## config.mk

```make
export PLATFORM = sky130hd
export DESIGN_NAME = regfile_wb_arbiter
export DESIGN_NICKNAME = d
export VERILOG_FILES = /design/src/rtl/regfile_wb_arbiter.sv
export SDC_FILE = /design/constraint.sdc
export NUM_CORES = 1
export LEC_CHECK = 0
export BUFFER_PORTS_ARGS = -buffer_cell sky130_fd_sc_hd__buf_2
export CORE_MARGIN = 2
export CORE_UTILIZATION = 44
export CTS_CLUSTER_SIZE = 25
export DETAILED_ROUTE_END_ITERATION = 16
export HOLD_SLACK_MARGIN = 0.05
export PLACE_DENSITY_LB_ADDON = 0.25
export SKIP_CTS_REPAIR_TIMING = 1
export SYNTH_ARGS = -nofsm -noshare
export SYNTH_HDL_FRONTEND = slang
export SYNTH_SLANG_ARGS = --single-unit
```

## constraint.sdc

```tcl
create_clock -name i_clk -period 1.53 [get_ports i_clk]
set_input_delay 0.153 -clock i_clk [delete_from_list [all_inputs] [get_ports i_clk]]
set_output_delay 0.153 -clock i_clk [all_outputs]
set_load 0.01 [all_outputs]
```

## src/rtl/regfile_wb_arbiter.sv

```systemverilog
`default_nettype none
// ---------------------------------------------------------------------------
// regfile_wb_arbiter: round-robin write-back arbiter for the register file
// write port (A = ALU result, B = load result). Rev 1.0
// ---------------------------------------------------------------------------
module regfile_wb_arbiter #(
  parameter int DATA_W = 32,
  parameter int ADDR_W = 5,
  parameter int CNT_W  = 16
) (
  input  logic              i_clk,
  input  logic              i_rst_n,
  input  logic              i_hold,
  input  logic              i_aValid,
  input  logic [ADDR_W-1:0] i_aAdd,
  input  logic [DATA_W-1:0] i_aData,
  output logic              o_aReady,
  input  logic              i_bValid,
  input  logic [ADDR_W-1:0] i_bAdd,
  input  logic [DATA_W-1:0] i_bData,
  output logic              o_bReady,
  output logic              o_writeEn,
  output logic [ADDR_W-1:0] o_writeAdd,
  output logic [DATA_W-1:0] o_writeData,
  output logic              o_pendValid,
  output logic [ADDR_W-1:0] o_pendAdd,
  output logic [CNT_W-1:0]  o_writeCount
);

  typedef enum logic [0:0] {
    PRI_A = 1'b0,
    PRI_B = 1'b1
  } pri_e;

  pri_e              state_q, state_d;
  logic              write_en_q, write_en_d;
  logic [ADDR_W-1:0] write_add_q, write_add_d;
  logic [DATA_W-1:0] write_data_q, write_data_d;
  logic [CNT_W-1:0]  write_cnt_q, write_cnt_d;
  logic              grant_a, grant_b;

  always_comb begin
    grant_a      = 1'b0;
    grant_b      = 1'b0;
    state_d      = state_q;
    write_en_d   = 1'b0;
    write_add_d  = write_add_q;
    write_data_d = write_data_q;
    write_cnt_d  = write_cnt_q + {{(CNT_W-1){1'b0}}, write_en_q};

    // Readys are forced low while reset is held so nothing is accepted.
    if (i_rst_n && !i_hold) begin
      if (i_aValid && (!i_bValid || state_q == PRI_A)) begin
        grant_a = 1'b1;
      end else if (i_bValid) begin
        grant_b = 1'b1;
      end
    end

    if (grant_a) begin
      state_d      = PRI_B;
      write_en_d   = (i_aAdd != '0);
      write_add_d  = i_aAdd;
      write_data_d = i_aData;
    end else if (grant_b) begin
      state_d      = PRI_A;
      write_en_d   = (i_bAdd != '0);
      write_add_d  = i_bAdd;
      write_data_d = i_bData;
    end
  end

  always_ff @(posedge i_clk or negedge i_rst_n) begin
    if (!i_rst_n) begin
      state_q      <= PRI_A;
      write_en_q   <= 1'b0;
      write_add_q  <= '0;
      write_data_q <= '0;
      write_cnt_q  <= '0;
    end else begin
      state_q      <= state_d;
      write_en_q   <= write_en_d;
      write_add_q  <= write_add_d;
      write_data_q <= write_data_d;
      write_cnt_q  <= write_cnt_d;
    end
  end

  assign o_aReady     = grant_a;
  assign o_bReady     = grant_b;
  assign o_writeEn    = write_en_q;
  assign o_writeAdd   = write_add_q;
  assign o_writeData  = write_data_q;
  assign o_pendValid  = write_en_q;
  assign o_pendAdd    = write_add_q;
  assign o_writeCount = write_cnt_q;

endmodule
`default_nettype wire

```

==> results.tsv <==
stage	metric	value	unit
clocking	CTS Buffer Depth	2	
floorplan	Core Region	0.00551	mm2
power_and_ir_drop	Tot Pwr	0.00372	W
hold_path	min-delay worst type	input pin to flip-flop	
synth	Synth Area in Compound Gates	8.74	%
clocking	H-tree depth	2	
detailed_routing	First DRT Iteration DRCs	66	
synth	largest family of logic cells by synthesized area	multiplexers	
clocking	CTS Buf Count	5	
synth	share of the synthesized area in the top cell type	54.6	%
detailed_routing	post-route ant nets	0	
worst_setup_path	Largest stage delay, worst path	430	ps
timing	Setup Skew	4.77	ps
layout	final net count	451	
timing	slew of the pin with the lowest slew margin	535	ps
synth	top cells by count, synth	55 x dfrtp_1, 40 x nand2_1, 37 x mux2i_1, 37 x o21ai_1, 12 x xnor2_1	
global_routing	busiest grt layer	met2	
synth	number of flops mapped to enable cells by yosys	0	
synth	post-synthesis mux area share	14.7	%
synth	Post-Synth Adder-Cell Area	0.994	%
job	maxcap violations	0	
place	Routability Congestion	0.825	
timing	f_max	0.694	GHz
detailed_routing	Via density	4.92	
layout	Reg area	0.00138	mm2
worst_setup_path	critical path class	flip-flop to primary output	
detailed_routing	DR vias	2179	
global_routing	M3 GR Usage	6.56	%
timing	Final setup viols	0	
layout	ANT cells	0	
global_routing	met2 Resource Use GR	31.3	%
power_and_ir_drop	maximum VDD drop	600	uV
global_routing	vias in the first global route	2044	
clocking	Clk Tree Root Cell	clkbuf_8	
timing	RSZ-0062 raised after global routing	false	
floorplan	row cnt	27	
floorplan	Chip Width	79.7	um
global_routing	GRT overflow	0	
detailed_routing	WL/cell	13.1	um
place	I/O Buffers	140	
floorplan	I/O pins	141	
clocking	CTS sink count	55	
synth	most common cell in the synthesized netlist	dfrtp_1	
synth	syn_nets	312	
power_and_ir_drop	Pwr Density	1090	mW/mm2
synth	Syn Inst Count	231	
detailed_routing	router iterations before antenna repair	4	
worst_setup_path	Worst EP required	1380	ps
worst_setup_path	CP bufs+invs	2	
layout	Layout area overhead	35.8	%
synth	Yosys reg bits	55	
floorplan	Starting Density	45.7	%
synth	synthesized area per cell	10.9	um2
clocking	Worst-path clk slew	90	ps
timing	Final period util	94.2	%
worst_setup_path	CP max FO	29	
global_routing	first-pass GRT wire length	9250	um
outcome	status	completed	
detailed_routing	DRC	0	
synth	synthesized area	0.00252	mm2
synth	largest cells by area after synthesis	dfrtp_1 55%, mux2i_1 15%, o21ai_1 7.4%	
place	DP HPWL	4390	um
worst_setup_path	crit path DAT	1290	ps
global_routing	Tot GR Track Use	19.0	%
floorplan	Die ar.	0.00635	mm2
worst_setup_path	CP top delay family	flip-flops	
synth	simple-gate share of the synthesized area	10.9	%
synth	unique cell type count in the Yosys netlist	23	
worst_setup_path	Worst setup EP type	primary output	
synth	post-synthesis xor/xnor area fraction	4.87	%
synth	asr flop ratio synth	100	%
synth	most common flop cell mapped by yosys	dfrtp_1	
layout	ratio of cells with drive above 1 in the final layout	42.0	%
synth	Seq/Total Area, Yosys	54.6	%
worst_setup_path	slowest CP cell	dfrtp_1	
clocking	later-pin clock latency in the skew report	300	ps
layout	number of fill cells	485	
timing	Hold Fails Final Rpt	0	
layout	Multi-input gate area	0.00102	mm2
global_routing	largest net degree at the start of global routing	49	
worst_setup_path	crit-path cells	a21oi_4, buf_12, buf_2	
power_and_ir_drop	static leakage	1.92	nW
floorplan	die extent in y	79.7	um
synth	Ys Warns	0	
clocking	CTS tree	built	
timing	Final Critical Period	1440	ps
timing	setup TNS	0	ps
global_routing	initial antenna violation count	0	
detailed_routing	routed wire length	5820	um
synth	Synth area leader	dfrtp_1	
timing	Slew Viols, Final	0	
worst_setup_path	crit start category	flip-flop	
timing	Max-slew headroom	64.3	%
global_routing	met1 GRT Util	23.8	%
[routing by layer]
layer  part of all wire (%)  vias to the layer above  wire length (um)
met2                     48                       89              2790
met4                    1.1                        0                63
met5                      0                        -                 0
met1                     42                     1021              2470
met3                    8.6                        8               499
li1                       -                     1061                 -
[sequential cells by signal, summed over array words and instances, names as in the netlist]
name          count
o_pendAdd         5
o_pendValid       1
state_q           1
o_writeCount     16
o_writeData      32
[power by group]
group          leakage, nW  switching [W]  internal (W)
clock               0.0515       0.000434      0.000414
combinational         1.18       0.000499      0.000466
sequential           0.684       0.000188       0.00172
[worst min-delay path: stages]
cell     delay (ps)
buf_2            70
nand2_1          30
o21ai_1          60
[worst paths after layout]
check | from | end | slack [ps] | cells past startpoint
min in group asynchronous | i_rst_n | o_writeData[29]$_DFFE_PN0P_ | 450 | 3
max | state_q$_DFFE_PN0P_ | o_aReady | 90 | 3
min | i_aData[10] | o_writeData[10]$_DFFE_PN0P_ | 50 | 3
max in group asynchronous | i_rst_n | o_writeCount[3]$_DFF_PN0_ | 540 | 3
max reg2reg | o_pendValid$_DFF_PN0_ | o_writeCount[14]$_DFF_PN0_ | 100 | 5
min reg2reg | o_writeCount[15]$_DFF_PN0_ | o_writeCount[15]$_DFF_PN0_ | 480 | 1
[cells in the final DEF, fill, tap and decap left out]
master and n:
a21o_1 1, a21oi_2 1, a21oi_4 1, and3_1 4
and4_4 1, buf_12 3, buf_2 140, buf_4 3
clkbuf_1 1, clkbuf_8 7, dfrtp_1 55, dlygate4sd3_1 4
ha_1 2, inv_1 2, mux2i_1 37, nand2_1 40
nand3_1 7, nand3b_1 2, nand4_1 3, nor2_1 2
o21ai_0 2, o21ai_1 37, or4_1 2, xnor2_1 12
xor2_1 2
[final cells by class]
| type | count | share of cell area (%) |
|---|---|---|
| multi-input cells | 156 | 29.9 |
| clock buffers | 8 | 2.93 |
| inverters | 2 | 0.219 |
| flip-flops and latches | 55 | 40.2 |
| well taps | 72 | 2.63 |
| repair buffers | 150 | 24.1 |
[cell families (layout without fill, tap and decap cells)]
| family | count (synthesis) | in the layout |
|---|---|---|
| AND/OR/NAND/NOR | 61 | 61 |
| XOR/XNOR | 14 | 14 |
| AO/OA/AOI/OAI | 42 | 42 |
| buffers and inverters | 20 | 160 |
| adder cells (fa/ha/maj) | 2 | 2 |
| flip-flops | 55 | 55 |
| multiplexers | 37 | 37 |
[through the flow]
step           setup WS [ps]  std cells  util, %  cell area [um2]  hold slack (ps)
2_1_floorplan            148        231        -             2520             -143
3_3_place_gp             170        431     59.3             3270              162
3_5_place_dp            91.8        431     59.3             3270              168
4_1_cts                -36.6        439     61.1             3370             -173
5_1_grt                 11.7        443     62.1             3420             53.1
6_report                89.3        443     62.1             3420             49.8
(Power assumes the default switching activity.)
